File: config.mk
export PLATFORM = sky130hd
export DESIGN_NAME = graphic_unit_sequencer
export DESIGN_NICKNAME = d
export VERILOG_FILES = /design/src/rtl/graphic_unit_sequencer.sv
export SDC_FILE = /design/constraint.sdc
export NUM_CORES = 1
export LEC_CHECK = 0
export ABC_AREA = 1
export CAP_MARGIN = 0
export CORE_UTILIZATION = 45
export CTS_BUF_LIST = sky130_fd_sc_hd__clkbuf_4
export CTS_CLUSTER_DIAMETER = 40
export DETAILED_ROUTE_END_ITERATION = 12
export HOLD_SLACK_MARGIN = 0.1
export PLACE_DENSITY = 0.69
export SYNTH_ARGS = -nofsm -noshare
export SYNTH_HDL_FRONTEND = slang
export SYNTH_SLANG_ARGS = --single-unit
File: constraint.sdc
create_clock -name clk -period 3.96 [get_ports clk]
set_input_delay 0.99 -clock clk [delete_from_list [all_inputs] [get_ports clk]]
set_output_delay 0.99 -clock clk [all_outputs]
set_load 0.05 [all_outputs]
File: src/rtl/graphic_unit_sequencer.sv
// ---------------------------------------------------------------------------
// graphic_unit_sequencer
//
// Per-scanline scheduler for the graphic units (string, box/line, chart).
// On every accepted line request the sequencer walks a display list of
// N_UNITS entries in priority order (entry 0 first). It starts each unit
// whose vertical window covers the current line and passes that unit a
// window-relative dy. While a unit runs, its dx/wr/pixel stream is muxed
// onto the single line-buffer write port. When the list is exhausted,
// line_done pulses back to the display timing logic.
//
// Ports
//   clk, reset_n              clock, synchronous active-low reset
//   line_start, line_y        new-line request pulse and absolute line number
//   line_done, busy           list finished pulse / line in progress
//   cfg_we, cfg_idx, cfg_en,  display-list shadow write port
//   cfg_y0, cfg_y1
//   unit_start, unit_dy       one-hot start pulse and window-relative line
//   unit_done, unit_dx,       per-unit done pulse, x position, write strobe
//   unit_wr, unit_pixel       and RGB565 pixel (unit i in slice i)
//   lb_addr, lb_wr, lb_data   registered line-buffer write port
//   timeout_err, err_idx      sticky abort flag and last aborted entry
//   overrun                   sticky: line_start arrived while busy
//
// Unit handshake: the sequencer pulses unit_start[i] for exactly one cycle.
// The unit then owns the line-buffer port until it pulses unit_done[i] for
// one cycle, or until TIMEOUT RUN cycles elapse and the unit is abandoned.
// A write presented in the same cycle as done is still forwarded. Inputs of
// every unit other than the one currently running are ignored.
// ---------------------------------------------------------------------------
module graphic_unit_sequencer #(
    parameter int N_UNITS = 4,
    parameter int LINE_W  = 320,
    parameter int TIMEOUT = 1023,
    localparam int IW     = (N_UNITS > 1) ? $clog2(N_UNITS) : 1
) (
    input  logic                  clk,
    input  logic                  reset_n,
    input  logic                  line_start,
    input  logic [11:0]           line_y,
    output logic                  line_done,
    output logic                  busy,
    input  logic                  cfg_we,
    input  logic [IW-1:0]         cfg_idx,
    input  logic                  cfg_en,
    input  logic [11:0]           cfg_y0,
    input  logic [11:0]           cfg_y1,
    output logic [N_UNITS-1:0]    unit_start,
    output logic [11:0]           unit_dy,
    input  logic [N_UNITS-1:0]    unit_done,
    input  logic [N_UNITS*12-1:0] unit_dx,
    input  logic [N_UNITS-1:0]    unit_wr,
    input  logic [N_UNITS*16-1:0] unit_pixel,
    output logic [11:0]           lb_addr,
    output logic                  lb_wr,
    output logic [15:0]           lb_data,
    output logic                  timeout_err,
    output logic [IW-1:0]         err_idx,
    output logic                  overrun
);

    localparam int CW = (TIMEOUT > 1) ? $clog2(TIMEOUT + 1) : 1;
    localparam logic [CW-1:0]   TO_LAST   = CW'(TIMEOUT - 1);
    localparam logic [12:0]     LINE_W_C  = 13'(LINE_W);
    localparam logic [IW-1:0]   IDX_LAST  = IW'(N_UNITS - 1);

    typedef enum logic [2:0] {
        S_IDLE  = 3'd0,
        S_SCAN  = 3'd1,
        S_START = 3'd2,
        S_RUN   = 3'd3,
        S_DONE  = 3'd4
    } state_t;

    state_t               state_q;
    logic [IW-1:0]        idx_q;
    logic [11:0]          line_y_q;
    logic [CW-1:0]        cnt_q;

    // Shadow table is what software writes; active table is the snapshot
    // used by the line currently being sequenced.
    logic [N_UNITS-1:0]   shd_en_q, shd_en_d;
    logic [11:0]          shd_y0_q [N_UNITS];
    logic [11:0]          shd_y1_q [N_UNITS];
    logic [11:0]          shd_y0_d [N_UNITS];
    logic [11:0]          shd_y1_d [N_UNITS];
    logic [N_UNITS-1:0]   act_en_q;
    logic [11:0]          act_y0_q [N_UNITS];
    logic [11:0]          act_y1_q [N_UNITS];

    logic [N_UNITS-1:0]   unit_start_q;
    logic [11:0]          unit_dy_q;
    logic                 line_done_q;
    logic                 busy_q;
    logic [11:0]          lb_addr_q;
    logic                 lb_wr_q;
    logic [15:0]          lb_data_q;
    logic                 timeout_err_q;
    logic [IW-1:0]        err_idx_q;
    logic                 overrun_q;

    // Signals of the entry / unit selected by idx_q
    logic                 sel_elig;
    logic [11:0]          sel_y0;
    logic                 sel_done;
    logic                 sel_wr;
    logic [11:0]          sel_dx;
    logic [15:0]          sel_pix;
    logic                 idx_last;

    // Shadow next-state with the pending cfg write merged in, so a write in
    // the same cycle as an accepted line_start lands in the snapshot.
    always_comb begin
        shd_en_d = shd_en_q;
        shd_y0_d = shd_y0_q;
        shd_y1_d = shd_y1_q;
        if (cfg_we) begin
            for (int i = 0; i < N_UNITS; i++) begin
                if (cfg_idx == IW'(i)) begin
                    shd_en_d[i] = cfg_en;
                    shd_y0_d[i] = cfg_y0;
                    shd_y1_d[i] = cfg_y1;
                end
            end
        end
    end

    always_comb begin
        sel_elig = 1'b0;
        sel_y0   = '0;
        sel_done = 1'b0;
        sel_wr   = 1'b0;
        sel_dx   = '0;
        sel_pix  = '0;
        for (int i = 0; i < N_UNITS; i++) begin
            if (idx_q == IW'(i)) begin
                // y0 > y1 can never satisfy both bounds, so such a window
                // is naturally never eligible.
                sel_elig = act_en_q[i] && (act_y0_q[i] <= line_y_q) &&
                           (line_y_q <= act_y1_q[i]);
                sel_y0   = act_y0_q[i];
                sel_done = unit_done[i];
                sel_wr   = unit_wr[i];
                sel_dx   = unit_dx[12*i +: 12];
                sel_pix  = unit_pixel[16*i +: 16];
            end
        end
        idx_last = (idx_q == IDX_LAST);
    end

    always_ff @(posedge clk) begin
        if (!reset_n) begin
            state_q       <= S_IDLE;
            idx_q         <= '0;
            line_y_q      <= '0;
            cnt_q         <= '0;
            shd_en_q      <= '0;
            act_en_q      <= '0;
            for (int i = 0; i < N_UNITS; i++) begin
                shd_y0_q[i] <= '0;
                shd_y1_q[i] <= '0;
                act_y0_q[i] <= '0;
                act_y1_q[i] <= '0;
            end
            unit_start_q  <= '0;
            unit_dy_q     <= '0;
            line_done_q   <= 1'b0;
            busy_q        <= 1'b0;
            lb_addr_q     <= '0;
            lb_wr_q       <= 1'b0;
            lb_data_q     <= '0;
            timeout_err_q <= 1'b0;
            err_idx_q     <= '0;
            overrun_q     <= 1'b0;
        end else begin
            shd_en_q <= shd_en_d;
            shd_y0_q <= shd_y0_d;
            shd_y1_q <= shd_y1_d;

            // Pulse outputs default low; the state that owns them raises them.
            unit_start_q <= '0;
            line_done_q  <= 1'b0;
            lb_wr_q      <= 1'b0;

            if (line_start && (state_q != S_IDLE)) begin
                overrun_q <= 1'b1;
            end

            case (state_q)
                S_IDLE: begin
                    if (line_start) begin
                        line_y_q <= line_y;
                        idx_q    <= '0;
                        busy_q   <= 1'b1;
                        act_en_q <= shd_en_d;
                        act_y0_q <= shd_y0_d;
                        act_y1_q <= shd_y1_d;
                        state_q  <= S_SCAN;
                    end
                end

                S_SCAN: begin
                    if (sel_elig) begin
                        unit_start_q <= N_UNITS'(1) << idx_q;
                        unit_dy_q    <= line_y_q - sel_y0;
                        state_q      <= S_START;
                    end else if (idx_last) begin
                        line_done_q  <= 1'b1;
                        state_q      <= S_DONE;
                    end else begin
                        idx_q        <= idx_q + 1'b1;
                    end
                end

                S_START: begin
                    cnt_q   <= '0;
                    state_q <= S_RUN;
                end

                S_RUN: begin
                    lb_wr_q <= sel_wr && ({1'b0, sel_dx} < LINE_W_C);
                    if (sel_wr) begin
                        lb_addr_q <= sel_dx;
                        lb_data_q <= sel_pix;
                    end
                    cnt_q <= cnt_q + 1'b1;
                    // The unit gets exactly TIMEOUT RUN cycles to report done.
                    if (sel_done || (cnt_q == TO_LAST)) begin
                        if (!sel_done) begin
                            timeout_err_q <= 1'b1;
                            err_idx_q     <= idx_q;
                        end
                        if (idx_last) begin
                            line_done_q <= 1'b1;
                            state_q     <= S_DONE;
                        end else begin
                            idx_q       <= idx_q + 1'b1;
                            state_q     <= S_SCAN;
                        end
                    end
                end

                S_DONE: begin
                    busy_q  <= 1'b0;
                    state_q <= S_IDLE;
                end

                default: begin
                    state_q <= S_IDLE;
                end
            endcase
        end
    end

    assign unit_start  = unit_start_q;
    assign unit_dy     = unit_dy_q;
    assign line_done   = line_done_q;
    assign busy        = busy_q;
    assign lb_addr     = lb_addr_q;
    assign lb_wr       = lb_wr_q;
    assign lb_data     = lb_data_q;
    assign timeout_err = timeout_err_q;
    assign err_idx     = err_idx_q;
    assign overrun     = overrun_q;

endmodule

# Word level (Yosys, flattened, before mapping)
# Index checks and enable logic that the tools add are counted.
# word_totals
register_bits,278
out_inout_bits,51
wordCells,145
# op_classes
addsub,3
magnitude_cmp,9
eq_ne,15
n_shift,1
muxes,57
n_bitwise,1
reduce_logical,27
# ops
cell,count
$mux W12,16
$le A12 B12 Y1,8
$mux W48,2
$mux W16,4
$mux W1,20
$pmux W10 S2,1
$mux W3,5
$lt A12 B9 Y1 const B,1
$pmux W3 S4,1
$sub A12 B12 Y12,1
$add A10 B1 Y10 const B,1
$eq A10 B10 Y1 const B,1
$logic_and A1 B1 Y1,10
$reduce_and A2 Y1,5
$reduce_and A3 Y1,3
$eq A2 B2 Y1 const B,4
$mux W2,4
$eq A3 B2 Y1 const B,2
$ne A2 B2 Y1 const B,3
$pmux W2 S3,1
$reduce_bool A3 Y1,2
$eq A2 B1 Y1 const B,2
$logic_not A2 Y1,2
$mux W4,1
11 further kinds,13

# Logic depth before layout (Yosys ltp)
# Gate-level depths: netlist (run 1).
# depth
ltp_word,9
mapped_depth,21
depth_no_buf,20

# Least setup slack after synthesis (run 1)
# OpenSTA, ideal clock, no wires.
# synth_path
path_type,reg2reg
from,reg idx_q[0]
to,"reg unit_dy_q[10], in the netlist unit_dy[10]"
setup_ns,0.111
t_arrival_ns,3.140
t_required_ns,3.849
path_slack_ns,0.708
path_stages_with_launch,20
n_path_buf,3
path_cell_list,dfxtp_1 -> inv_1 -> ha_1 -> buf_2 -> clkbuf_1 -> clkbuf_1 -> a21oi_1 -> o21ai_0 -> o21ai_0 -> ha_1 -> fa_1 -> o21ai_0 -> nand4_1 -> nand2_1 -> nand2_1 -> nand2_1 -> a21oi_1 -> xnor2_1 -> nor2_1 -> nor2_1
# synth_via
elab_chain_cells,6
elab_cells_between_ends,14
classes_between,1 x add/sub; 3 x eq/ne; 8 x mux; 2 x reduce/logical
# synth_lines
element,line,source
"start, declared",76,logic [IW-1:0] idx_q;
"start signal, assigned",211,idx_q <= idx_q + 1'b1;
"start signal, assigned",237,idx_q <= idx_q + 1'b1;
$logic_not A2 Y1,136,if (idx_q == IW'(i)) begin
$mux W12 / $mux W1 (equally long branches) (4 in a row),136,
$sub A12 B12 Y12 / $reduce_and A2 Y1 (equally long branches),-,
"end signal, assigned",205,unit_dy_q <= line_y_q - sel_y0;
"end, declared",92,logic [11:0] unit_dy_q;
# Parallel ways exist; a longest one is shown, timed or not.
# A chain may end at the register's enable or synchronous reset.

# Worst setup path after layout (run 1)
# Ends and elaborated chain as after synthesis.

==> results.py, run 1 <==
metrics = {
    "place": {
        "port_buffers": 213,
        "place_area_um2": 16100,
        "gp_congestion": 0.951,
        "dp_hpwl_um": 28500,
    },
    "synth": {
        "synth_edf_count": 0,
        "synth.most_common_cell": "dfxtp_1",
        "synth_ff_type": "dfxtp_1",
        "syn_nets": 1958,
        "synth_top_area_share": 0.404,
        "yosysTopAreaCell": "dfxtp_1",
        "ys_warn_count": 0,
        "synth_area_um2": 13800,
        "synthTopCellsByCount": "278 x dfxtp_1, 231 x a21oi_1, 186 x o21ai_0, 175 x nand2_1, 164 x nor2_1",
        "syn-mean-instance-area_um2": 8.20,
        "synthTopCellsByArea": "dfxtp_1 40%, ha_1 10%, a21oi_1 8.4%",
        "synthCells": 1681,
        "synthArstFlopShare": 0,
        "ys_seq_area_frac": 0.404,
        "ys_types": 49,
        "yosys_register_bits": 278,
    },
    "timing": {
        "tightestPinTransition_ps": 864,
        "final_max_slew_viol_count": 0,
        "rsz0062_at_grt": "false",
        "skew_ps": 22.3,
        "slew-limit-headroom": 0.424,
        "max_freq_ghz": 0.300,
        "fin_tns_setup_ps": 0,
        "hold_viol": 0,
        "min_period_ps": 3330,
        "finalCritPeriodShare": 0.840,
        "holdWs_ps": 456,
        "setup_viol": 0,
    },
    "power": {
        "cellLeakagePower_nw": 7.73,
        "combPwrFrac": 0.277,
        "ir_worst_vdd_v": 0.000264,
        "clockPowerShare": 0.311,
        "sequentialPowerShare": 0.412,
        "power_mw": 7.58,
        "intPower_mw": 5.04,
        "switching_power_mw": 2.55,
        "switching_share": 0.336,
        "powerDensity_nw_per_um2": 446,
    },
    "cells_and_area": {
        "final_util": 0.569,
        "area_delta_synth_final_pct": 23.3,
        "layout-drive-gt1-share": 0.0926,
        "multi_input_area_um2": 7240,
        "regArea_um2": 5570,
        "finish.instance_area_um2": 17000,
        "nets": 2168,
        "fillers": 2810,
    },
    "clock_network": {
        "numCtsBuffers": 75,
        "cts_resized": 0,
        "clk_pin_slew_ps": 60,
        "cts_tree": "yes",
        "cts_buffer_depth": 3,
        "clock_latency_ps": 680,
        "root_buffer": "clkbuf_4",
        "cts_max_level": 3,
        "ctsHoldBuffers": 0,
        "cts_setup_buffers": 0,
        "cts.sinks": 278,
    },
    "route": {
        "drt_wl_total_um": 40500,
        "dr.pass1.iters": 5,
        "wire_per_inst_um": 17.4,
        "ant_nets": 0,
        "drtIter0Drc": 885,
        "avgViaCountPerCell": 5.38,
        "num_vias": 12500,
        "drcViolationCount": 0,
    },
    "floorplan": {
        "die_h_um": 177,
        "die_area_um2": 31300,
        "initial_core_util": 0.461,
        "io_pins": 214,
        "core-area_um2": 29900,
        "die_x_um": 177,
        "rows": 63,
    },
    "status": {
        "status": "finished clean",
    },
    "grt": {
        "grt_antenna_before_repair": 1,
        "overflow": 0,
        "grt_max_degree": 161,
        "grt_pass1_wl_um": 63300,
        "grt_pass1_vias": 11800,
        "grt_util_all_layers": 0.255,
    },
    "setup_path": {
        "path_class": "reg2reg",
        "reg2reg_depth": 19,
        "end_kind": "flip-flop",
        "cp_data_arrival_time_ps": 3890,
        "critPathMaxFanout": 11,
        "start_kind": "flip-flop",
        "critPathRequiredTime_ps": 4520,
    },
    "run": {
        "maxCapViolations": 0,
    },
    "hold_path": {
        "worstHoldPathType": "reg2reg",
        "hold_depth": 1,
    },
}
## cell type report
class	instances	share of cell area
clock inverters	13	0.00368
well taps	390	0.0287
repair buffers	229	0.135
inverters	147	0.0327
flip-flops and latches	278	0.328
diodes	1	0.000147
clock buffers	106	0.0468
multi-input cells	1160	0.426
## final timing paths
check	from	end	slack, ps
worst max register to register	idx_q[0]$_SDFFE_PN0P_	unit_dy[10]$_SDFFE_PN0P_	630
worst max-delay path	idx_q[0]$_SDFFE_PN0P_	unit_dy[10]$_SDFFE_PN0P_	630
worst min register to register	cnt_q[9]$_SDFFE_PN0P_	cnt_q[9]$_SDFFE_PN0P_	460
worst min-delay path	cnt_q[9]$_SDFFE_PN0P_	cnt_q[9]$_SDFFE_PN0P_	460
## kinds of logic (layout without fill, tap and decap cells)
family | after synthesis | after routing | share of synthesized area
adders and majority gates | 114 | 114 | 0.104
other | 0 | 1 | 0
and+or+nand+nor | 424 | 424 | 0.132
DFF | 278 | 278 | 0.404
AOI/OAI and AO/OA | 513 | 513 | 0.209
muxes | 100 | 100 | 0.0726
xor gates and xnor gates | 9 | 9 | 0.00572
buffers and inverters | 243 | 495 | 0.0732
## cell usage in the layout, fill, tap and decap left out, drive strengths merged, types with 12 or more instances in the layout
cell type / count
a22oi: 12
ha: 113
o211ai: 25
nand3: 34
o21ai: 189
clkbuf: 106
a221o: 24
dfxtp: 278
inv: 149
clkdlybuf4s50: 212
mux2i: 100
a21oi: 232
nor2: 181
buf: 17
nand2: 183
nand4: 18
## per-stage QoR
step	worst slack, ps	std cells
finish	632	2324
global route	283	2324
CTS	649	2323
detailed placement	654	2204
global placement	700	2204
floorplan	708	1681
## metal layers
layer	GRT usage	vias to the layer above	routed length [um]
met5	0	-	0
met4	0.0733	0	652
met3	0.0436	64	2540
met2	0.392	362	18100
met1	0.365	5831	19300
li1	-	6239	-
## critical path: stages, from the launching register on
cell,delay (ps)
dfxtp_1,450
inv_1,160
ha_1,250
inv_1,100
nor2_4,80
inv_1,90
o21ai_0,70
o21ai_0,130
o21ai_0,120
ha_1,230
fa_1,400
o21ai_0,420
nand4_1,180
nand2_1,100
nand2_1,60
nand2_1,60
a21oi_1,70
xnor2_1,120
nor2_1,90
nor2_1,40
## power groups by stage
stage | registers [mW] | logic [mW] | clock network [mW]
after floorplan | 3.16 | 1.41 | 0
after global placement | 3.18 | 2.03 | 0
after detailed placement | 3.18 | 2.07 | 0
after CTS | 3.12 | 2.08 | 2.44
after global routing | 3.14 | 2.35 | 2.58
final | 3.12 | 2.10 | 2.36
## sequential cells by signal, indices dropped and copies added (netlist names), 10 cells and up
name,count
act_y0_q,48
act_y1_q,48
shd_y0_q,48
shd_y1_q,48
lb_data,16
lb_addr,12
line_y_q,12
unit_dy,12
cnt_q,10
No activity file was read; power rests on OpenSTA's default activity.
==> inputs of run 2 (changes only) <==
clock period = 3.1 ns   (was 3.96 ns; I/O delays follow)
==> run 2 against run 1 <==
Sequential share of layout area down 0.53 points. Clock power is 35% higher. Global-route usage shrank 0.42 points. Register-to-register slack lost 410 ps. Sequential power grew 28%. Power is 31% higher. Flip-flop and latch count unchanged. First-iteration DRC count shrank 7.8%. Routed wire length shrank 2.0%. Highest routed layer unchanged.
==> results.py, run 2 (synthesis gave the netlist of run 1 again) <==
metrics = {
    "floorplan": {
        "die_x_um": 177,
        "core-area_um2": 29900,
        "die_h_um": 177,
        "initial_core_util": 0.461,
        "io_pins": 214,
        "rows": 63,
        "die_area_um2": 31300,
    },
    "power": {
        "power_mw": 9.94,
        "cellLeakagePower_nw": 7.85,
        "powerDensity_nw_per_um2": 575,
        "ir_worst_vdd_v": 0.000379,
    },
    "route": {
        "dr.pass1.iters": 5,
        "wire_per_inst_um": 17.0,
        "avgViaCountPerCell": 5.38,
        "num_vias": 12600,
        "drcViolationCount": 0,
        "drt_wl_total_um": 39700,
        "drtIter0Drc": 816,
        "ant_nets": 0,
    },
    "timing": {
        "finalWorstSetupSlack_ps": 222,
        "max_freq_ghz": 0.347,
        "hold_viol": 0,
        "final_max_slew_viol_count": 0,
        "rsz0062_at_grt": "false",
        "min_period_ps": 2880,
        "setup_viol": 0,
        "holdWs_ps": 453,
        "skew_ps": 56.5,
        "finalCritPeriodShare": 0.928,
        "slew-limit-headroom": 0.444,
        "tightestPinTransition_ps": 833,
        "fin_tns_setup_ps": 0,
    },
    "place": {
        "dp_slack_ps": 89.5,
        "dp_cells": 2213,
        "gp_congestion": 0.930,
        "dp_hpwl_um": 28400,
        "port_buffers": 213,
        "place_area_um2": 16300,
    },
    "clock_network": {
        "cts_max_level": 3,
        "cts_tree": "yes",
        "clk_pin_slew_ps": 60,
        "numCtsBuffers": 77,
        "cts_buffer_depth": 3,
        "cts.sinks": 278,
        "root_buffer": "clkbuf_4",
        "ctsHoldBuffers": 0,
        "clock_latency_ps": 710,
    },
    "setup_path": {
        "start_kind": "flip-flop",
        "reg2reg_from": "idx_q[0]$_SDFFE_PN0P_",
        "path_class": "reg2reg",
        "critPathMaxFanout": 8,
        "critPathRequiredTime_ps": 3700,
        "reg2reg_to": "unit_dy[11]$_SDFFE_PN0P_",
        "r2r_slack_ps": 220,
        "cp_data_arrival_time_ps": 3480,
        "reg2reg_depth": 16,
        "end_kind": "flip-flop",
    },
    "status": {
        "status": "finished clean",
    },
    "hold_path": {
        "hold_end": "timeout_err$_SDFFE_PN0P_",
        "worstHoldStart": "reset_n",
        "worstHoldPathType": "in2reg",
        "hold_depth": 3,
    },
    "cells_and_area": {
        "final_cell_mix": "277 x dfxtp_1, 228 x a21oi_1, 212 x clkdlybuf4s50_1",
        "final_util": 0.578,
        "fillers": 2750,
        "layout-drive-gt1-share": 0.108,
        "nets": 2181,
        "area_delta_synth_final_pct": 25.4,
        "fin_cells": 2344,
        "finish.instance_area_um2": 17300,
        "layout_commonest_cell": "dfxtp_1",
    },
    "grt": {
        "grt_pass1_vias": 11800,
        "grt_pass1_wl_um": 62400,
        "grt_max_degree": 161,
        "overflow": 0,
        "grt_util_all_layers": 0.251,
        "grt_antenna_before_repair": 1,
    },
    "run": {
        "maxCapViolations": 0,
    },
}
-- run 2: cell count changes in the layout (fill, tap and decap cells not counted), moves of 3 or more --
cell      delta
a21oi_1      -3
a21oi_2      +3
buf_12       +5
buf_4        +4
clkbuf_4     +6
inv_6        +3
o21ai_0      -6
o21ai_1      +5
-- run 2: area by class of cell --
| class | instances | area, um^2 | share of cell area |
|---|---|---|---|
| diodes | 1 | 2.50 | 0.000145 |
| clock buffers | 112 | 841 | 0.0487 |
| clock inverters | 16 | 93.8 | 0.00543 |
| inverters | 147 | 556 | 0.0322 |
| multi-input cells | 1160 | 7290 | 0.422 |
| flip-flops and latches | 278 | 5570 | 0.322 |
| well taps | 390 | 488 | 0.0282 |
| repair buffers | 240 | 2440 | 0.141 |
-- run 2: repair_timing --
action | CTS | global route
setup endpoints to repair | 0 | 6
setup buffers | 0 | 2
gates resized for setup | 0 | 21
-- run 2: critical path, stage by stage, from the launching register on --
cell and delay [ps]:
dfxtp_2 340, inv_2 120, ha_1 170, inv_1 60, nor2_4 250, buf_4 200
a22oi_1 80, o21ai_0 150, o21ai_0 110, ha_1 360, a21oi_1 240, o21ai_0 150
nand2_1 100, o2111ai_2 120, xor2_1 180, nor2_1 100, nor2_1 50
-- run 2: how the worst max path moves through the flow --
stage | startpoint | endpoint | slack (ps) | depth (start not counted)
after CTS | idx_q[1]$_SDFFE_PN0P_ | unit_dy[10]$_SDFFE_PN0P_ | 10 | 18
after detailed placement | idx_q[1]$_SDFFE_PN0P_ | unit_dy[10]$_SDFFE_PN0P_ | 90 | 18
after floorplan | idx_q[1]$_SDFFE_PN0P_ | unit_dy[10]$_SDFFE_PN0P_ | 80 | 20
after global placement | idx_q[1]$_SDFFE_PN0P_ | unit_dy[10]$_SDFFE_PN0P_ | 180 | 18
final | idx_q[0]$_SDFFE_PN0P_ | unit_dy[11]$_SDFFE_PN0P_ | 220 | 16
after global routing | idx_q[0]$_SDFFE_PN0P_ | unit_dy[10]$_SDFFE_PN0P_ | 4 | 19
-- run 2: where the power goes --
part           total (mW)  switching (mW)  internal [mW]
Combinational        2.77            1.63           1.14
Sequential           3.99           0.191           3.80
Clock                3.18            1.52           1.66
-- run 2: per-layer routing --
metal	GRT usage	up-vias	share of wire
met1	0.352	5892	0.47
met5	0	-	0
met2	0.383	370	0.44
li1	-	6279	-
met4	0.0855	0	0.024
met3	0.0494	72	0.064
==> inputs of run 3 (changes only) <==
GPL_ROUTABILITY_DRIVEN = 0   (was unset)
==> run 3 against run 2 <==
Non-clock buffer count did not move. Power down 0.22%. Cell count barely moved. Clock-buffer cell count did not move. Sequential power barely moved. Clock skew down 4.0 ps. First-iteration DRC count is 20% higher. Die area did not move. Critical endpoint is now unit_dy[10]$_SDFFE_PN0P_. Largest cell class unchanged. Highest routed layer unchanged.
==> results.py, run 3 (synthesis gave the netlist of run 1 again) <==
metrics = {
    "status": {
        "status": "finished clean",
    },
    "cells_and_area": {
        "final_util": 0.577,
        "layout_commonest_cell": "dfxtp_1",
        "area_delta_synth_final_pct": 25.1,
        "nets": 2178,
        "fillers": 2662,
        "layout-drive-gt1-share": 0.101,
        "final_cell_mix": "277 x dfxtp_1, 231 x a21oi_1, 212 x clkdlybuf4s50_1",
        "finish.instance_area_um2": 17200,
    },
    "route": {
        "dr.pass1.iters": 5,
        "wire_per_inst_um": 17.1,
        "drt_wl_total_um": 40100,
        "avgViaCountPerCell": 5.36,
        "num_vias": 12600,
        "ant_nets": 0,
        "route.layer.met1.wl_um": 18900,
        "dr_wl_met3_um": 2300,
        "drtIter0Drc": 981,
        "dr_wl_met2_um": 18000,
        "drcViolationCount": 0,
        "dr.max_layer_used": "met4",
    },
    "grt": {
        "grt_antenna_before_repair": 1,
        "grt_util_all_layers": 0.253,
        "overflow": 0,
        "grt_max_degree": 201,
        "grt_pass1_vias": 11800,
        "grt_pass1_wl_um": 62700,
    },
    "timing": {
        "tightestPinTransition_ps": 910,
        "fin_tns_setup_ps": 0,
        "rsz0062_at_grt": "true",
        "holdWs_ps": 409,
        "setup_viol": 0,
        "final_max_slew_viol_count": 0,
        "finalWorstSetupSlack_ps": 142,
        "finalCritPeriodShare": 0.954,
        "skew_ps": 52.5,
        "max_freq_ghz": 0.338,
        "hold_viol": 0,
        "slew-limit-headroom": 0.393,
        "min_period_ps": 2960,
    },
    "power": {
        "cellLeakagePower_nw": 7.84,
        "powerDensity_nw_per_um2": 575,
        "ir_worst_vdd_v": 0.000262,
    },
    "clock_network": {
        "cts_tree": "yes",
        "clk_pin_slew_ps": 70,
        "clock_latency_ps": 700,
        "numCtsBuffers": 74,
        "cts_max_level": 3,
        "cts_buffer_depth": 3,
        "cts.sinks": 278,
        "root_buffer": "clkbuf_4",
    },
    "floorplan": {
        "io_pins": 214,
        "die_x_um": 177,
        "initial_core_util": 0.461,
        "rows": 63,
        "core-area_um2": 29900,
        "die_h_um": 177,
        "die_area_um2": 31300,
    },
    "place": {
        "place_area_um2": 16200,
        "dp_hpwl_um": 28300,
        "port_buffers": 213,
        "dp_slack_ps": 75.3,
    },
    "run": {
        "maxCapViolations": 0,
    },
    "setup_path": {
        "start_kind": "flip-flop",
        "critPathMaxFanout": 6,
        "end_kind": "flip-flop",
        "critical-path-max-stage-delay_ps": 420,
        "slowest_stage": "fa_1",
        "cp_data_arrival_time_ps": 3520,
        "path_class": "reg2reg",
        "worstPathCellList": "inv_1 > ha_1 > inv_1 > nor2_4 > inv_1 > o21ai_0 > o21ai_0 > o21ai_0 > ha_1 > fa_1 > o21ai_2 > nand4_1 > nand2_1 > nand2_1 > nand2_1 > a21oi_1 > xnor2_1 > nor2_1 > nor2_1",
        "critPathRequiredTime_ps": 3660,
    },
    "hold_path": {
        "worstHoldPathType": "in2reg",
    },
}
==> run 3: critical path: cells and delay by family (launching register included) <==
family	cells	cell delay, ps
compound gates	5	630
xor+xnor	1	130
fa+ha+maj	3	870
buf+inv	3	230
flops	1	410
simple gates	7	540
==> run 3: stage by stage <==
stage | std cells | total power, mW
floorplan | 1681 | 5.85
global route | 2341 | 10.5
finish | 2342 | 9.92
detailed placement | 2212 | 6.71
CTS | 2337 | 9.92
global placement | 2212 | 6.65
==> run 3: path summary, 6_finish.rpt <==
check / start / end / slack (ps) / cells after the start
worst max register to register: idx_q[0]$_SDFFE_PN0P_ / unit_dy[10]$_SDFFE_PN0P_ / 140 / 19
worst max-delay path: idx_q[0]$_SDFFE_PN0P_ / unit_dy[10]$_SDFFE_PN0P_ / 140 / 19
worst min register to register: cnt_q[9]$_SDFFE_PN0P_ / cnt_q[9]$_SDFFE_PN0P_ / 450 / 1
worst min-delay path: reset_n / unit_dy[1]$_SDFFE_PN0P_ / 410 / 3
==> run 3: final cells by class <==
cell class                 instances  area (um^2)  share of cell area
antenna                            2         5.00            0.000290
clock buffer                     112          841              0.0488
clock inverter                    13         83.8             0.00486
inverter                         147          556              0.0322
multi-input combinational       1160         7270               0.422
sequential                       278         5570               0.323
tap                              390          488              0.0283
timing repair buffer             240         2430               0.141
==> run 3: report_power, final <==
group / leakage [nW] / switching [mW] / total (mW) / internal (mW)
Sequential: 2.27 / 0.192 / 3.99 / 3.80
Combinational: 5.02 / 1.61 / 2.74 / 1.13
Clock: 0.550 / 1.46 / 3.18 / 1.72
Total: 7.84 / 3.27 / 9.92 / 6.65
==> run 3: routing by layer <==
layer  vias to the layer above  track usage
met2                       357        0.386
met3                        78       0.0434
met1                      5865        0.359
met5                         -            0
li1                       6264            -
met4                         0       0.0848
==> run 3: what timing repair did <==
action,in CTS,in global routing
hold buffers,0,0
setup endpoints to repair,0,6
setup buffers,0,3
resized for setup,0,9
